`src/rtl/reset_release_sequencer.sv`:
```
// rtl/reset_release_sequencer.sv - staged reset release with ready handshake, gap and timeout
// Releases NUM_STAGES reset domains in index order; abort restarts the sequence.
module reset_release_sequencer #(
   parameter int NUM_STAGES  = 4,
   parameter int HOLD_CYCLES = 16,
   parameter int STAGE_GAP   = 8,
   parameter int TIMEOUT     = 64,
   parameter int CNT_W       = 8
) (
   input  logic                  clk,
   input  logic                  rstn,
   input  logic                  soft_rst_req,
   input  logic [NUM_STAGES-1:0] stage_ready,
   output logic [NUM_STAGES-1:0] stage_rstn,
   output logic                  seq_done,
   output logic                  seq_error
);

   localparam int IDX_W = (NUM_STAGES > 1) ? $clog2(NUM_STAGES) : 1;

   localparam logic [CNT_W-1:0] CNT_ZERO  = '0;
   localparam logic [CNT_W-1:0] CNT_ONE   = CNT_W'(1);
   localparam logic [CNT_W-1:0] HOLD_LAST = CNT_W'(HOLD_CYCLES - 1);
   localparam logic [CNT_W-1:0] GAP_LAST  = CNT_W'(STAGE_GAP - 1);
   localparam logic [CNT_W-1:0] TO_LAST   = CNT_W'(TIMEOUT - 1);
   localparam logic [IDX_W-1:0] IDX_ZERO  = '0;
   localparam logic [IDX_W-1:0] IDX_ONE   = IDX_W'(1);
   localparam logic [IDX_W-1:0] IDX_LAST  = IDX_W'(NUM_STAGES - 1);

   typedef enum logic [2:0] {
      S_HOLD,
      S_WAIT_RDY,
      S_GAP,
      S_DONE,
      S_ERROR
   } state_t;

   state_t                  state, state_n;
   logic [CNT_W-1:0]        cnt, cnt_n;
   logic [IDX_W-1:0]        idx, idx_n;
   logic [IDX_W-1:0]        idx_inc;
   logic [NUM_STAGES-1:0]   stage_rstn_n;
   logic                    seq_done_n;
   logic                    seq_error_n;

   assign idx_inc = idx + IDX_ONE;

   always_ff @(posedge clk or negedge rstn) begin
      if (!rstn) begin
         state      <= S_HOLD;
         cnt        <= CNT_ZERO;
         idx        <= IDX_ZERO;
         stage_rstn <= '0;
         seq_done   <= 1'b0;
         seq_error  <= 1'b0;
      end else begin
         state      <= state_n;
         cnt        <= cnt_n;
         idx        <= idx_n;
         stage_rstn <= stage_rstn_n;
         seq_done   <= seq_done_n;
         seq_error  <= seq_error_n;
      end
   end

   always_comb begin
      state_n      = state;
      cnt_n        = cnt;
      idx_n        = idx;
      stage_rstn_n = stage_rstn;
      seq_done_n   = seq_done;
      seq_error_n  = seq_error;

      // Soft request overrides everything, including an in-progress HOLD count.
      if (soft_rst_req) begin
         state_n      = S_HOLD;
         cnt_n        = CNT_ZERO;
         idx_n        = IDX_ZERO;
         stage_rstn_n = '0;
         seq_done_n   = 1'b0;
         seq_error_n  = 1'b0;
      end else begin
         case (state)
            S_HOLD: begin
               if (cnt == HOLD_LAST) begin
                  stage_rstn_n[0] = 1'b1;
                  cnt_n           = CNT_ZERO;
                  state_n         = S_WAIT_RDY;
               end else begin
                  cnt_n = cnt + CNT_ONE;
               end
            end
            S_WAIT_RDY: begin
               // Ready is checked before the timeout so a same-edge ready still passes.
               if (stage_ready[idx]) begin
                  cnt_n = CNT_ZERO;
                  if (idx == IDX_LAST) begin
                     seq_done_n = 1'b1;
                     state_n    = S_DONE;
                  end else begin
                     state_n = S_GAP;
                  end
               end else if (cnt == TO_LAST) begin
                  seq_error_n  = 1'b1;
                  stage_rstn_n = '0;
                  state_n      = S_ERROR;
               end else begin
                  cnt_n = cnt + CNT_ONE;
               end
            end
            S_GAP: begin
               if (cnt == GAP_LAST) begin
                  idx_n                 = idx_inc;
                  stage_rstn_n[idx_inc] = 1'b1;
                  cnt_n                 = CNT_ZERO;
                  state_n               = S_WAIT_RDY;
               end else begin
                  cnt_n = cnt + CNT_ONE;
               end
            end
            S_DONE: begin
            end
            S_ERROR: begin
            end
            default: begin
               state_n      = S_HOLD;
               cnt_n        = CNT_ZERO;
               idx_n        = IDX_ZERO;
               stage_rstn_n = '0;
               seq_done_n   = 1'b0;
               seq_error_n  = 1'b0;
            end
         endcase
      end
   end

endmodule

```
`config.mk`:
```
export PLATFORM = sky130hd
export DESIGN_NAME = reset_release_sequencer
export DESIGN_NICKNAME = d
export VERILOG_FILES = /design/src/rtl/reset_release_sequencer.sv
export SDC_FILE = /design/constraint.sdc
export NUM_CORES = 1
export LEC_CHECK = 0
export ABC_CLOCK_PERIOD_IN_PS = 2100
export CORE_UTILIZATION = 40
export DETAILED_ROUTE_END_ITERATION = 10
export SLEW_MARGIN = 15
export SYNTH_ARGS = -nofsm -noshare
export SYNTH_HDL_FRONTEND = slang
export SYNTH_SLANG_ARGS = --single-unit
```
`constraint.sdc`:
```
create_clock -name clk -period 2.1 [get_ports clk]
set_input_delay 0.315 -clock clk [delete_from_list [all_inputs] [get_ports clk]]
set_output_delay 0.315 -clock clk [all_outputs]
set_load 0.005 [all_outputs]
```
==> key figures, run 1 <==
Worst hold path
  – Hold Path Class: in -> async

Route
  – Number of vias in the routed layout: 1141
  – Via/cell ratio: 5.91
  – Post-DRT Antenna Nets: 0
  – WL per Instance: about 15 um
  – Drt pass-1 iters: 7
  – Iter 0 DRT Violations: 70
  – Drc violations: 2
  – Final wirelength: between 2 and 3 mm

Timing
  – Setup-failing EPs final: 0
  – Final period util: 97.6%
  – Max Slew Vio Count: 0
  – Worst Skew: 0.00562 ns
  – Fin Setup TNS: 0 ns
  – Final Hold Fails: 0
  – Relative slew slack: 75.6%
  – Fmax: 0.488 GHz
  – RSZ-0062 raised after global routing: false
  – Min cycle time layout: 2.05 ns
  – Worst Tran Pin Value: approximately 0.36 ns

Logic synthesis
  – Syn_nets: 138
  – Gate Count Post-Synth: 125
  – Yosys reg bits: 19
  – Distinct cells, synth: 44
  – Sequential area share after synthesis: 38.9%
  – Mapped Area: approximately 0.0012 mm^2
  – Average size of a mapped cell: 9.77 um^2
  – Synth warn: 0

Global route
  – First-pass GRT wire length: 5.13 mm
  – Total Routing Usage GR: 20.4%
  – Number of global-route vias before repair: 1121
  – Total grt overflow: 0
  – Largest net degree at the start of global routing: 20
  – Antenna violations before repair: 0

Placement
  – Port Buffers: 12
  – Final Wtd Congestion: 0.925
  – Post-DP HPWL: 2.19 mm
  – Placed instance count: 188

Clock network
  – Total clock sinks: 19
  – # H-tree levels: 1
  – Hold Buf Count CTS: 0
  – CTS tree: built
  – Clk_lat worst skew: 0.32 ns
  – Clk buf depth: 2
  – Clock-pin slew on the worst setup and hold paths: 0.11 ns
  – CTS root buf: clkbuf_4
  – Num CTS Buffers: 3

Worst setup path
  – CP Capture Type: flip-flop
  – Critical-path cell list: or4_4 -> or4_4 -> or4_4 -> o21ai_2
  – Crit path buf inv count: 0
  – Crit-path max cell delay: 0.57 ns
  – Required @ worst endpoint: 2.35 ns
  – Worst EP arrival: 2.30 ns
  – CP top delay family: simple AND/OR/NAND/NOR gates
  – Startpoint types: flip-flop
  – Slowest cell on crit path: or4_4
  – CP max FO: 4
  – CP Class: reg -> reg
  – Cell mode on critical path: or4_4

Cells and area
  – Final non-filler cell total: ~190
  – Util after Layout: 54.8%
  – Final nets: about 180
  – Synth-to-Final Area Change: 26.9%
  – Share of layout cells above drive strength 1: 27.8%
  – Diodes inserted: 0
  – FILL cells: 247

Job
  – Max-cap viol count: 0

Power
  – Sw Share: 38.9%
  – Internal Pwr Total: 0.819 mW
  – Peak supply drop: about 0.35 mV
  – Leak: 0.712 nW
  – Gate power share: between 40% and 50%
  – Power per cell area: 864 mW/mm^2
  – Seq pwr share: a little over a third
  – Net Sw Power: about 0.52 mW
  – Clock Power Share: between 10 and 15%

Die
  – Core area: 0.00283 mm^2
  – Placement Rows: 19
  – DIE AREA: between 0.003 and 0.004 mm^2
  – Die Span Y: 57.3 um
  – Initial Util: 43.2%
  – Die Wd: 57.3 um
  – Ports: 13

Status
  – Failing checks: design-rule violations
  – Status: complete, but fails checks
flip-flops by register name (all words and copies together), names as in the netlist:
name        count
cnt             8
stage_rstn      4
state           3
idx             2
seq_done        1
seq_error       1
worst reg2reg max path, delay by kind of cell, from the launching register on:
kind               cells  cell delay [ns]
AOI/OAI and AO/OA      1             0.12
DFF                    1             0.40
and+or+nand+nor        3             1.48
cells in the mapped netlist (all sizes together):
cell / number / area [um^2]
nand3: 1 / 5.00
a32o: 1 / 10.0
dfrtp: 19 / 475
a211oi: 1 / 7.51
a22o: 4 / 36.3
nor2: 9 / 33.8
a22oi: 1 / 12.5
buf: 2 / 16.3
mux2: 1 / 11.3
and2b: 1 / 8.76
inv: 9 / 33.8
ha: 6 / 75.1
nand3b: 2 / 15.0
nand2b: 2 / 12.5
a21o: 2 / 15.0
a211o: 2 / 18.8
nor4: 1 / 12.5
a31o: 2 / 17.5
mux4: 1 / 22.5
o32a: 1 / 10.0
nor3: 4 / 20.0
nand2: 9 / 33.8
o21ai: 9 / 56.3
a2111oi: 1 / 8.76
a2bb2o: 1 / 10.0
clkbuf: 2 / 27.5
o41ai: 1 / 8.76
and3: 3 / 20.0
or3b: 1 / 8.76
a31oi: 8 / 50.1
or4: 3 / 33.8
o31ai: 1 / 7.51
and2: 1 / 6.26
nor2b: 2 / 12.5
nand4: 1 / 6.26
o22ai: 1 / 6.26
a21oi: 7 / 35.0
a221o: 1 / 10.0
mux2i: 1 / 10.0
power groups by stage:
stage          combinational (mW)  sequential [mW]  clock, mW
3_3_place_gp                0.641            0.492          0
3_5_place_dp                0.648            0.493          0
5_1_grt                     0.724            0.496      0.216
6_report                    0.656            0.486      0.197
2_1_floorplan               0.412            0.483          0
4_1_cts                     0.651            0.486      0.201
layout make-up:
class / count / area, um^2 / area share [%]
multi-input combinational: 93 / 668 / 43.1
sequential: 19 / 475 / 30.7
timing repair buffer: 37 / 308 / 19.9
tap: 31 / 38.8 / 2.50
inverter: 9 / 33.8 / 2.18
clock buffer: 4 / 26.3 / 1.69
cell families (layout without fill, tap and decap cells):
group,count (synthesis),after routing,share of synthesized area [%]
muxes,3,3,3.59
DFF,19,19,38.9
AOI/OAI and AO/OA,44,44,26.2
and+or+nand+nor,40,40,18.7
buffers and inverters,13,50,6.35
adders and majority gates,6,6,6.15
layer usage:
layer	vias up	wire (um)	track usage (%)
met5	-	0	0
met2	45	1280	31.8
met1	544	1390	28.3
met4	0	75	9.76
li1	545	-	-
met3	7	165	2.27
through the flow:
stage | setup WS, ns | hold WS (ns) | total power [mW] | instance area [um^2]
after global placement | 0.0210 | 0.489 | 1.13 | 1520
after floorplan | 0.123 | 0.0194 | 0.895 | 1220
after CTS | 0.0515 | 0.331 | 1.34 | 1550
after detailed placement | -0.0203 | 0.502 | 1.14 | 1520
final | 0.0503 | 0.312 | 1.34 | 1550
after global routing | 0.0148 | 0.359 | 1.44 | 1550
worst paths after layout:
kind,from,endpoint,slack (ns),depth (start not counted)
min reg2reg,stage_rstn[0]$_DFFE_PN0P_,stage_rstn[0]$_DFFE_PN0P_,0.52,1
min,rstn,seq_error$_DFFE_PN0P_,0.31,2
max reg2reg,cnt[5]$_DFFE_PN0P_,idx[0]$_DFFE_PN0P_,0.05,4
max,cnt[5]$_DFFE_PN0P_,idx[0]$_DFFE_PN0P_,0.05,4
min in group clk,stage_rstn[0]$_DFFE_PN0P_,stage_rstn[0]$_DFFE_PN0P_,0.52,1
max in group asynchronous,rstn,idx[0]$_DFFE_PN0P_,1.57,2
layout by cell type (no fill, tap or decap), drive strengths merged, types with 2 or more instances in the layout:
cell type | netlist | routed
and3 | 3 | 3
nand2b | 2 | 2
nand3b | 2 | 2
a211o | 2 | 2
ha | 6 | 6
or4 | 3 | 3
a21o | 2 | 2
nor2 | 9 | 9
nor2b | 2 | 2
a31o | 2 | 2
dfrtp | 19 | 19
inv | 9 | 9
a21oi | 7 | 7
nand2 | 9 | 9
a22o | 4 | 4
o21ai | 9 | 9
clkbuf | 2 | 4
clkdlybuf4s50 | 0 | 12
nor3 | 4 | 4
a31oi | 8 | 8
buf | 2 | 25
repair_timing:
action                     in CTS  in global routing
setup buffers                   1                  0
resized for setup               0                  0
setup endpoints to repair       2                  0
(Power assumes the default switching activity.)
==> run 2: changes to the inputs <==
--- a/config.mk
+++ b/config.mk
@@ -8,6 +8,7 @@
 export ABC_CLOCK_PERIOD_IN_PS = 2100
 export CORE_UTILIZATION = 40
 export DETAILED_ROUTE_END_ITERATION = 10
+export HOLD_SLACK_MARGIN = 0.03
 export SLEW_MARGIN = 15
 export SYNTH_ARGS = -nofsm -noshare
 export SYNTH_HDL_FRONTEND = slang
==> results of run 2 <==
No change in the layout: final DEF, timing and power equal those of run 1.
==> run 3: changes to the inputs <==
--- a/config.mk
+++ b/config.mk
@@ -5,6 +5,7 @@
 export SDC_FILE = /design/constraint.sdc
 export NUM_CORES = 1
 export LEC_CHECK = 0
+export ABC_AREA = 1
 export ABC_CLOCK_PERIOD_IN_PS = 2100
 export CORE_UTILIZATION = 40
 export DETAILED_ROUTE_END_ITERATION = 10
==> constraint.sdc (replaced) <==
create_clock -name clk -period 2.1 [get_ports clk]
set_input_delay 0.21 -clock clk [delete_from_list [all_inputs] [get_ports clk]]
set_output_delay 0.21 -clock clk [all_outputs]
set_load 0.005 [all_outputs]
==> key figures, run 3 <==
Clock network
  – # H-tree levels: 1
  – Post-cts gate resize count: 0
  – Post-CTS setup buffers: 0
  – Num CTS Buffers: 3
  – CTS tree: built
  – Clk buf depth: 2
  – Hold Buf Count CTS: 0
  – CTS root buf: clkbuf_4
  – Clk_lat worst skew: 0.30 ns
  – Total clock sinks: 19
  – Clock-pin slew on the worst setup and hold paths: between 0.1 and 0.15 ns

Route
  – Final wirelength: 2.48 mm
  – Drc violations: 1
  – Number of vias in the routed layout: 1082
  – Post-DRT Antenna Nets: 0
  – Drt pass-1 iters: 7
  – WL per Instance: 10.9 um
  – Via/cell ratio: 4.77
  – Iter 0 DRT Violations: 41

Global route
  – First-pass GRT wire length: 4.53 mm
  – Total grt overflow: 0
  – Antenna violations before repair: 0
  – Total Routing Usage GR: 17.2%
  – Largest net degree at the start of global routing: 20
  – Number of global-route vias before repair: 1061

Die
  – Die Span Y: 58.0 um
  – DIE AREA: 0.00337 mm^2
  – Ports: 13
  – Initial Util: around 44%
  – Placement Rows: 19
  – Core area: around 0.0029 mm^2
  – Die Wd: 58.0 um

Timing
  – Hold slack final: approximately 0.23 ns
  – Fmax: between 0.6 and 0.7 GHz
  – RSZ-0062 raised after global routing: false
  – Final setup margin: between 0.4 and 0.5 ns
  – Fin Setup TNS: 0 ns
  – Final Hold Fails: 0
  – Max Slew Vio Count: 0
  – Worst Skew: between 0.001 and 0.0015 ns
  – Setup-failing EPs final: 0
  – Worst Tran Pin Value: 0.510 ns
  – Final period util: about four fifths
  – Relative slew slack: roughly two thirds
  – Min cycle time layout: 1.66 ns

Cells and area
  – Seq. cell area: 475 um^2
  – Area occupied by multi-input gates: 694 um^2
  – Synth-to-Final Area Change: 15.5%
  – Final nets: between 150 and 200
  – Util after Layout: 50.5%
  – Commonest non-fill, non-tap cell in the layout: nand2_1
  – Biggest register: cnt
  – Diodes inserted: 0
  – Share of layout cells above drive strength 1: 11.9%
  – Most frequent cells in the layout: nand2_1, dfrtp_1, nand3_1
  – Biggest regs: cnt: 8 flops, stage_rstn: 4 flops, state: 3 flops
  – Max FFs per register: 8
  – FILL cells: 304

Placement
  – Final Wtd Congestion: 0.810
  – Dpl ws: 0.295 ns
  – Post-DP HPWL: between 1.5 and 2 mm
  – Port Buffers: 12

Logic synthesis
  – Synth warn: 0
  – Distinct cells, synth: 25
  – Syn_nets: approximately 180
  – Synth area leaders: dfrtp_1, nand2_1, nand3_1, ha_1, inv_1
  – Top FF cell, synth: dfrtp_1
  – Synth cell count leaders: nand2_1, dfrtp_1, nand3_1, inv_1, nor2_1
  – Most common cell in the synthesized netlist: nand2_1
  – Mapped Area: 0.00126 mm^2
  – EDFF count, synth: 0
  – Sequential area share after synthesis: a little under two fifths
  – Yosys reg bits: 19
  – Synth area leader: dfrtp_1
  – Gate Count Post-Synth: between 150 and 200
  – Average size of a mapped cell: 7.43 um^2
  – Share of flip-flops with an asynchronous set or reset: between 90% and 100%
  – Synth top area share: a little under two fifths

Power
  – Sw Share: 45.6%
  – Power per cell area: 931 mW/mm^2
  – Gate power share: 47.8%
  – Clock Power Share: 14.4%
  – Leak: about 0.74 nW
  – Peak supply drop: 0.452 mV
  – Net Sw Power: 0.617 mW
  – Seq pwr share: 37.9%
  – Internal Pwr Total: 0.734 mW

Worst setup path
  – Reg2Reg Depth: 8
  – CP Class: reg -> reg
  – RR Endpoint: stage_rstn[1]$_DFFE_PN0P_
  – Worst EP arrival: 1.86 ns
  – Startpoint types: flip-flop
  – CP Capture Type: flip-flop
  – CP max FO: 6
  – Reg-to-Reg Start: cnt[0]$_DFFE_PN0P_
  – Reg2reg setup slack: 0.44 ns
  – Required @ worst endpoint: 2.30 ns

Job
  – Max-cap viol count: 0

Worst hold path
  – Hold Path Class: in -> async

Status
  – Status: complete, but fails checks
  – Failing checks: design-rule violations
## run 3: cell types whose count changed in the layout (fill, tap and decap cells not counted), moves of 4 or more
cell      before  now
nand2_1        9   55
buf_4         25    2
nand3_1        1   17
a31oi_1        8    0
inv_1          9   15
nor2_1         9   14
nor3_1         4    0
o211ai_1       0    4
o21ai_1        0    4
## run 3: per-stage QoR
| step | std cells | cell area, um^2 | power, mW |
|---|---|---|---|
| after floorplan | 169 | 1260 | 1.02 |
| after global placement | 223 | 1430 | 1.16 |
| after detailed placement | 223 | 1430 | 1.17 |
| after CTS | 227 | 1450 | 1.36 |
| after global routing | 227 | 1450 | 1.48 |
| final | 227 | 1450 | 1.35 |
## run 3: power by group through the flow
| stage | Clock (mW) | Combinational (mW) | Sequential (mW) |
|---|---|---|---|
| final | 0.194 | 0.645 | 0.512 |
| after CTS | 0.198 | 0.654 | 0.512 |
| after floorplan | 0 | 0.530 | 0.487 |
| after global placement | 0 | 0.642 | 0.516 |
| after global routing | 0.213 | 0.748 | 0.521 |
| after detailed placement | 0 | 0.648 | 0.520 |
## run 3: layout make-up
class	instances	area share (%)
inverters	18	4.66
flip-flops and latches	19	32.8
multi-input cells	130	47.8
well taps	42	3.62
repair buffers	14	9.31
clock buffers	4	1.81
## run 3: cell families (layout without fill, tap and decap cells)
group / Yosys count / count (layout) / synth area share (%)
compound gates: 21 / 21 / 9.96
xor+xnor: 3 / 3 / 2.09
fa+ha+maj: 6 / 6 / 5.98
buf+inv: 20 / 36 / 6.87
flops: 19 / 19 / 37.8
simple gates: 100 / 100 / 37.3
## run 3: worst max-delay path: stages (launching register included)
cell and delay (ns):
dfrtp_1 0.40, ha_1 0.24, nand3_1 0.12, nor2_1 0.24, nand2_1 0.10, nand2_2 0.12
nand4_2 0.17, nand2_1 0.10, o21ai_1 0.06
## run 3: metal layers
| metal | vias to the layer above | GRT usage, % | routed length (um) |
|---|---|---|---|
| met4 | 0 | 3.40 | 12 |
| met1 | 492 | 21.5 | 1210 |
| met2 | 14 | 29.7 | 1160 |
| met5 | - | 0 | 0 |
| met3 | 2 | 4.91 | 102 |
| li1 | 574 | - | - |
## run 3: worst max-delay path by stage
stage / start / end / cells past startpoint
2_1_floorplan: cnt[0]$_DFFE_PN0P_ / stage_rstn[2]$_DFFE_PN0P_ / 8
4_1_cts: cnt[0]$_DFFE_PN0P_ / stage_rstn[1]$_DFFE_PN0P_ / 8
5_1_grt: cnt[0]$_DFFE_PN0P_ / stage_rstn[3]$_DFFE_PN0P_ / 8
3_3_place_gp: soft_rst_req / state[2]$_DFFE_PN0P_ / 10
6_report: cnt[0]$_DFFE_PN0P_ / stage_rstn[1]$_DFFE_PN0P_ / 8
3_5_place_dp: soft_rst_req / state[1]$_DFFE_PN0P_ / 10
